**config.mk**
```make
export PLATFORM = sky130hd
export DESIGN_NAME = serial_sub
export DESIGN_NICKNAME = d
export VERILOG_FILES = /design/src/rtl/serial_sub.sv
export SDC_FILE = /design/constraint.sdc
export NUM_CORES = 1
export LEC_CHECK = 0
export ABC_AREA = 1
export CAP_MARGIN = 10
export CORE_ASPECT_RATIO = 1.25
export CORE_MARGIN = 8
export CORE_UTILIZATION = 60
export DETAILED_ROUTE_END_ITERATION = 12
export DONT_BUFFER_PORTS = 1
export HOLD_SLACK_MARGIN = 0.1
export PLACE_DENSITY = 0.76
export SETUP_SLACK_MARGIN = 0.2
export SYNTH_ARGS = -nofsm -noshare
export SYNTH_HDL_FRONTEND = slang
export SYNTH_SLANG_ARGS = --single-unit
```
**constraint.sdc**
```tcl
create_clock -name clk -period 1.48 [get_ports clk]
set_clock_uncertainty 0.1 [all_clocks]
set_input_delay 0.222 -clock clk [delete_from_list [all_inputs] [get_ports clk]]
set_output_delay 0.222 -clock clk [all_outputs]
set_load 0.03 [all_outputs]
```
**src/rtl/serial_sub.sv**
```systemverilog
// Bit-serial N-bit subtractor: diff = a - b, one bit per clock, LSB first.
// A single full-subtractor stage plus a borrow flip-flop does all the arithmetic.

module fs_hs (
  input  logic i_a,
  input  logic i_b,
  input  logic i_bin,
  output logic o_sub,
  output logic o_bor
);
  assign o_sub = i_a ^ i_b ^ i_bin;
  assign o_bor = (~i_a & i_b) | (~(i_a ^ i_b) & i_bin);
endmodule

module serial_sub #(
  parameter int N = 8
) (
  input  logic         clk,
  input  logic         rst,
  input  logic         start,
  input  logic [N-1:0] a,
  input  logic [N-1:0] b,
  output logic         busy,
  output logic         done,
  output logic [N-1:0] diff,
  output logic         bout
);
  localparam int CW = (N > 1) ? $clog2(N) : 1;
  localparam int RW = N - 1;

  // Handshake: start is a request sampled on the rising edge and accepted
  // only when busy=0 (IDLE or DONE); done is a one-cycle pulse marking
  // diff/bout valid, and they stay held until the next completion.
  typedef enum logic [1:0] {
    S_IDLE  = 2'd0,
    S_SHIFT = 2'd1,
    S_DONE  = 2'd2
  } state_t;

  state_t          r_state;
  state_t          w_next;
  logic [N-1:0]    r_a_sr;
  logic [N-1:0]    r_b_sr;
  logic [RW-1:0]   r_res;
  logic            r_bor;
  logic [CW-1:0]   r_cnt;
  logic            w_sub;
  logic            w_bor;
  logic            w_accept;
  logic            w_last;

  fs_hs u_fs (
    .i_a   (r_a_sr[0]),
    .i_b   (r_b_sr[0]),
    .i_bin (r_bor),
    .o_sub (w_sub),
    .o_bor (w_bor)
  );

  assign w_accept = start && (r_state != S_SHIFT);
  assign w_last   = (r_state == S_SHIFT) && (r_cnt == CW'(N - 1));

  always_ff @(posedge clk or posedge rst) begin
    if (rst) r_state <= S_IDLE;
    else     r_state <= w_next;
  end

  always_comb begin
    w_next = r_state;
    case (r_state)
      S_IDLE:  if (start) w_next = S_SHIFT;
      S_SHIFT: if (w_last) w_next = S_DONE;
      S_DONE:  w_next = start ? S_SHIFT : S_IDLE;
      default: w_next = S_IDLE;
    endcase
  end

  always_comb begin
    busy = 1'b0;
    done = 1'b0;
    case (r_state)
      S_SHIFT: busy = 1'b1;
      S_DONE:  done = 1'b1;
      default: ;
    endcase
  end

  // Only the low N-1 result bits are buffered; the final bit goes straight to diff.
  always_ff @(posedge clk or posedge rst) begin
    if (rst) begin
      r_a_sr <= '0;
      r_b_sr <= '0;
      r_res  <= '0;
      r_bor  <= 1'b0;
      r_cnt  <= '0;
      diff   <= '0;
      bout   <= 1'b0;
    end else if (w_accept) begin
      r_a_sr <= a;
      r_b_sr <= b;
      r_bor  <= 1'b0;
      r_cnt  <= '0;
    end else if (r_state == S_SHIFT) begin
      r_a_sr <= r_a_sr >> 1;
      r_b_sr <= r_b_sr >> 1;
      r_res  <= (r_res >> 1) | (RW'(w_sub) << (RW - 1));
      r_bor  <= w_bor;
      r_cnt  <= r_cnt + 1'b1;
      if (w_last) begin
        diff <= {w_sub, r_res};
        bout <= w_bor;
      end
    end
  end
endmodule

```
==> results.sh <==
export IMPL_maxSlewViolCount=0
export IMPL_synth_seq_cells=38
export IMPL_synth_avg_cell_area_sq_um=9.42
export IMPL_drc=0
export IMPL_clock_sinks=38
export IMPL_worstPathArrival_ps=1610
export IMPL_antenna_found_initial=0
export IMPL_grt_overflow_total=0
export IMPL_antenna_left=0
export IMPL_clk_pin_slew_ps=110
export IMPL_p_switching_mw=2.06
export IMPL_grt_setup_unrepaired="yes"
export IMPL_grt_pass1_wl_um=6020
export IMPL_root_buffer="clkbuf_4"
export IMPL_finalSetupViolations=0
export IMPL_seq_power_share_pct=41.8
export IMPL_outcome="completed"
export IMPL_critPathMaxStageDelay_ps=450
export IMPL_yosys_warnings=0
export IMPL_syn_to_final_growth_pct=38.2
export IMPL_endpoint_kind="flop"
export IMPL_max_slew_margin_pct=40.9
export IMPL_grt_start_max_net_pins=39
export IMPL_cts_tree="done"
export IMPL_wirelength_um=4470
export IMPL_first_global_vias=1466
export IMPL_hpwlAfterDp_um=2320
export IMPL_design_die_area_sq_mm=0.00490
export IMPL_path_class="reg -> reg"
export IMPL_grt_total_usage_pct=15.4
export IMPL_syn_nets=207
export IMPL_via_per_inst=5.71
export IMPL_vdd_ir_drop_worst_mv=1.31
export IMPL_power_leakage_nw=1.17
export IMPL_syn_inst=185
export IMPL_wl_per_cell_um=17.5
export IMPL_drv_cap=0
export IMPL_pwr_share_comb_pct=47.1
export IMPL_cpMaxStageDelayCell="dfrtp_1"
export IMPL_design_area_sq_mm=0.00241
export IMPL_drive_gt1_share_pct=36.5
export IMPL_cp_required_ps=1670
export IMPL_tns_ps=0
export IMPL_crit_top_cell="nand2_1"
export IMPL_diodes=0
export IMPL_htreeDepth=2
export IMPL_firstDrtPassIters=4
export IMPL_io_pins=30
export IMPL_hold_violations=0
export IMPL_fillCellCount=160
export IMPL_netlist_area_sq_mm=0.00174
export IMPL_timing_fmax_mhz=707
export IMPL_max_slew_worst_pin_slew_ps=886
export IMPL_switching_share_pct=42.7
export IMPL_die_h_um=76.3
export IMPL_critPathTopFamily="flip-flops"
export IMPL_post_route_period_util_pct=95.6
export IMPL_crit_chain="inv_2 > buf_6 > nand2_8 > buf_12 > nor2_4 > nand2_1 > nand2_1"
export IMPL_ys_seq_area_share_pct=54.6
export IMPL_rows=22
export IMPL_numCtsBuffers=5
export IMPL_worstPathMaxFanout=8
export IMPL_pwr_share_clk_pct=11.1
export IMPL_die_x_um=64.2
export IMPL_total_power_mw=4.83
export IMPL_vias=1457
export IMPL_start_kind="flop"
export IMPL_p_int_mw=2.77
export IMPL_initialDrtViolationCount=69
export IMPL_synth_area_top_cells="dfrtp_1, nand2_1, nand3_1, nand3_2, buf_12"
export IMPL_path_buf_inv=3
export IMPL_initial_utilization_pct=60.9
export IMPL_hold_class="in -> reg"
export IMPL_core_area_sq_mm=0.00286
export IMPL_clk_latency_ps=350
export IMPL_place_area_sq_mm=0.00175
export IMPL_place_gp_congestion=0.768
export IMPL_min_period_ps=1420
export IMPL_layout_nets=242
export IMPL_cts_buffer_depth=2
export IMPL_io_buffers=0
export IMPL_power_density_mw_per_mm2=2000
export IMPL_yosys_area_top_type="dfrtp_1"
export IMPL_netlist_area_leader_share_pct=54.6
export IMPL_synth_cell_types=19
-- registers in the layout (all words and copies together), names as in the netlist --
| name | count |
|---|---|
| r_state | 2 |
| diff | 8 |
| r_cnt | 3 |
| r_a_sr | 8 |
| bout | 1 |
| r_bor | 1 |
| r_res | 7 |
| r_b_sr | 8 |
-- power groups by stage --
stage	Combinational (mW)	Sequential, mW	Clock [mW]
finish	2.27	2.02	0.537
global route	2.47	2.07	0.581
CTS	1.48	1.97	0.540
detailed placement	1.30	1.99	0
global placement	1.23	1.97	0
floorplan	1.22	1.91	0
-- worst min-delay path: cells and delay by family --
family / cells / cell delay, ps
buf+inv: 2 / 250
simple gates: 2 / 140
-- final timing paths --
kind	to	slack (ps)	startpoint	cells after the start
min reg2reg	diff[0]	390	r_res[0]	2
max in group asynchronous	r_state[0]	600	rst	3
max reg2reg	diff[5]	60	r_state[1]	7
min in group asynchronous	r_b_sr[1]	330	rst	3
min	r_a_sr[1]	210	start	4
max	diff[5]	60	r_state[1]	7
-- cell type report --
type | count | area [sq um] | area share [%]
Clock buffer | 6 | 51.3 | 2.13
Inverter | 9 | 36.3 | 1.51
Multi-Input combinational cell | 128 | 863 | 35.8
Sequential cell | 38 | 952 | 39.5
Tap cell | 36 | 45.0 | 1.87
Timing Repair Buffer | 38 | 460 | 19.1
-- stage by stage --
step | hold slack (ps) | worst slack [ps] | cells | utilization [%]
after detailed placement | 158 | 143 | 218 | 61.0
after global placement | 143 | 197 | 218 | 61.0
final | 206 | 64.6 | 255 | 84.1
after global routing | 205 | 2.77 | 255 | 84.1
after CTS | 164 | 39.1 | 248 | 71.7
after floorplan | 252 | 221 | 185 | -
-- layout by cell type, fill, tap and decap left out --
cell and n:
clkbuf_4 5, nor2_4 3, dlymetal6s4s_1 1, dfrtp_2 1, nand3_1 18, clkbuf_16 4, nand3_4 2, buf_12 2
o21ai_2 3, nand2_1 55, inv_2 2, o22ai_1 1, buf_8 2, clkbuf_8 1, dlygate4sd3_1 18, nand3_2 30
inv_1 6, fa_1 1, dfrtp_1 37, inv_4 1, nand2_2 8, ha_1 1, buf_4 7, nand2_4 2
ha_2 1, nor2_8 1, o21ai_0 1, nand2_8 1, buf_6 4
-- synth_stat cells --
cell      n
nand2_1  64
nand3_1  43
dfrtp_1  38
inv_1     7
nand3_2   7
buf_2     5
o21ai_2   3
buf_12    2
buf_4     2
buf_6     2
ha_1      2
inv_2     2
nand2_2   2
fa_1      1
nor2_1    1
nor2_4    1
nor2_8    1
o21ai_0   1
o22ai_1   1
-- cells by family after synthesis --
family | share of synthesized area, %
AO/OA/AOI/OAI | 2.15
adder cells (fa/ha/maj) | 2.58
buffers and inverters | 7.82
flip-flops | 54.6
AND/OR/NAND/NOR | 32.9
-- routing by layer --
metal / vias up / global-route usage (%) / share of wire, %
met2: 54 / 27.3 / 56
met5: - / 0 / 0
met3: 14 / 5.44 / 6.4
li1: 672 / - / -
met4: 0 / 9.41 / 3.3
met1: 717 / 14.7 / 34
-- timing repair --
action                     CTS  global route
setup endpoints to repair   12            32
pin swaps                    3            22
hold buffers                19             0
setup buffers                4             2
gates resized for setup      8            51
hold endpoints to repair    58             0
cloned                       1             5
(Power assumes the default switching activity.)
==> RTL edit (config.mk and constraints unchanged) <==
The parameter `N` goes from 8 to 4.
--- a/src/rtl/serial_sub.sv
+++ b/src/rtl/serial_sub.sv
@@ -15,3 +15,3 @@
 module serial_sub #(
-  parameter int N = 8
+  parameter int N = 4
 ) (
Ports: changed (resized a, b and diff); port bits go from 30 to 18. No check against the original RTL was run, so the function may have changed too.
==> RTL edit against the original RTL <==
Power decreased by 52%. Routed wire length decreased by 58%. Hold slack got worse by 0.047 ns. Combinational power decreased by 60%. Cell area decreased by 54%. Die area decreased by 37%. Sequential cell count decreased by 17. Utilization decreased by 11 points. Synthesized area decreased by 46%. Setup slack improved by 0.043 ns. Largest power group is now sequential cells.
==> RTL edit: results (changes against the original RTL) <==
----------------------------------------------------
[Setup path]
  Worst r2r path cells ... 4 (was 7)
  Critical-path maximum fanout ... 5 (was 8)
  Launch point of the worst path ... r_state[0] (was r_state[1])
  Register-to-Register Setup Slack ... 0.21 ns (was 0.06 ns)
  Slowest Stage Delay on Critical Path ... 0.42 ns (was 0.45 ns)
  Capture point of the worst reg-to-reg path ... diff[3] (was diff[5])
  Arr. time, crit path ... 1.05 ns (was 1.61 ns)
  Worst setup path end ... busy (was diff[5])
  Critical R2R Launch ... r_bor (was r_state[1])

[Yosys]
  Synthesized-area fraction occupied by adder cells ... 3.448% (was 2.584%)
  Synth top area cells ... dfrtp_1 56%, nand3_1 13%, nand2_1 12%, buf_6 3.6%, inv_1 2.8% (was dfrtp_1 55%, nand2_1 14%, nand3_1 12%, nand3_2 4.0%, buf_12 2.3%)
  Area fraction in compound gates after synthesis ... 2.785% (was 2.154%)
  Synth cell types ... 16 (was 19)
  Synth top cells by count ... 31 x nand2_1, 25 x nand3_1, 21 x dfrtp_1, 7 x inv_1 (was 64 x nand2_1, 43 x nand3_1, 38 x dfrtp_1, 7 x inv_1, 7 x nand3_2)

[Layout]
  Clock Network Area Fraction ... 2.489% (was 2.130%)
  Largest registers ranked by flip-flop count ... diff x4, r_a_sr x4, r_b_sr x4 (was diff x8, r_a_sr x8, r_b_sr x8)
  Non-clock buffers ... 15 (was 38)
  Number of clock buffer instances in the layout ... 3 (was 6)

[Clock network]
  Number of levels the H-tree was split into ... 1 (was 2)
  Total number of clock tree sinks ... 21 (was 38)
  Latest clock arrival within the worst-skew pair ... 0.31 ns (was 0.35 ns)

[Drt]
  First DRT Iteration DRCs ... 11 (was 69)
  Wire length on met3 ... 124 um (was 284 um)
  Met1 layer wirelength in the final routing ... 734 um (was 1518 um)
  Met2 wire length ... 973 um (was 2518 um)

[STA]
  Worst hold margin ... 0.1590 ns (was 0.2063 ns)

[Power and ir drop]
  Leakage power figure ... 0.5556 nW (was 1.173 nW)
  Maximum resistive drop on vdd ... 1.181 mV (was 1.314 mV)
  Switching power ... 1.019 mW (was 2.059 mW)

[Placed design]
  Final RePlAce weighted congestion ... 0.6892 (was 0.7681)
  Placed standard-cell area ... 954.7 um^2 (was 1745 um^2)

[GRT]
  Largest net degree at the start of global routing ... 27 (was 39)
  Global-route usage over all layers ... 13.69% (was 15.44%)
  Global-route wire length before repair ... 3194 um (was 6023 um)
  Met2 GRT Util ... 24.70% (was 27.29%)
  Via count of the first global-routing pass ... 753 (was 1466)
  Global-route track usage on met3 ... 4.412% (was 5.441%)

[Worst hold path]
  Worst hold stages ... 3 (was 4)

[Status]
  Run status ... finished, final reports clean (unchanged)

----------------------------------------------------
==> RTL edit: cell count changes in the layout (fill, tap and decap cells not counted), sizes merged <==
cell          before  now
nand2             66   32
nand3             50   25
dfrtp             38   21
buf               15    5
dlygate4sd3       18   10
clkbuf            10    3
clkinv             0    1
dlymetal6s4s       1    0
ha                 2    1
nor2               4    3
==> RTL edit: timing repair <==
action,4_1_cts,5_1_grt
hold buffers,10,0
gates cloned,0,0
setup endpoints to repair,2,9
pin swaps,1,3
gates resized for setup,2,3
hold endpoints to repair,29,0
buffers inserted,2,0
==> RTL edit: cells by family after synthesis <==
group / after synthesis
compound gates: 5
buf+inv: 14
flops: 21
simple gates: 60
fa+ha+maj: 2
==> RTL edit: per-stage QoR <==
step	utilization, %	worst slack, ns
2_1_floorplan	-	0.2766
3_3_place_gp	62.75	0.2332
3_5_place_dp	62.75	0.2291
4_1_cts	72.53	0.08625
5_1_grt	72.70	0.04950
6_report	72.70	0.1080
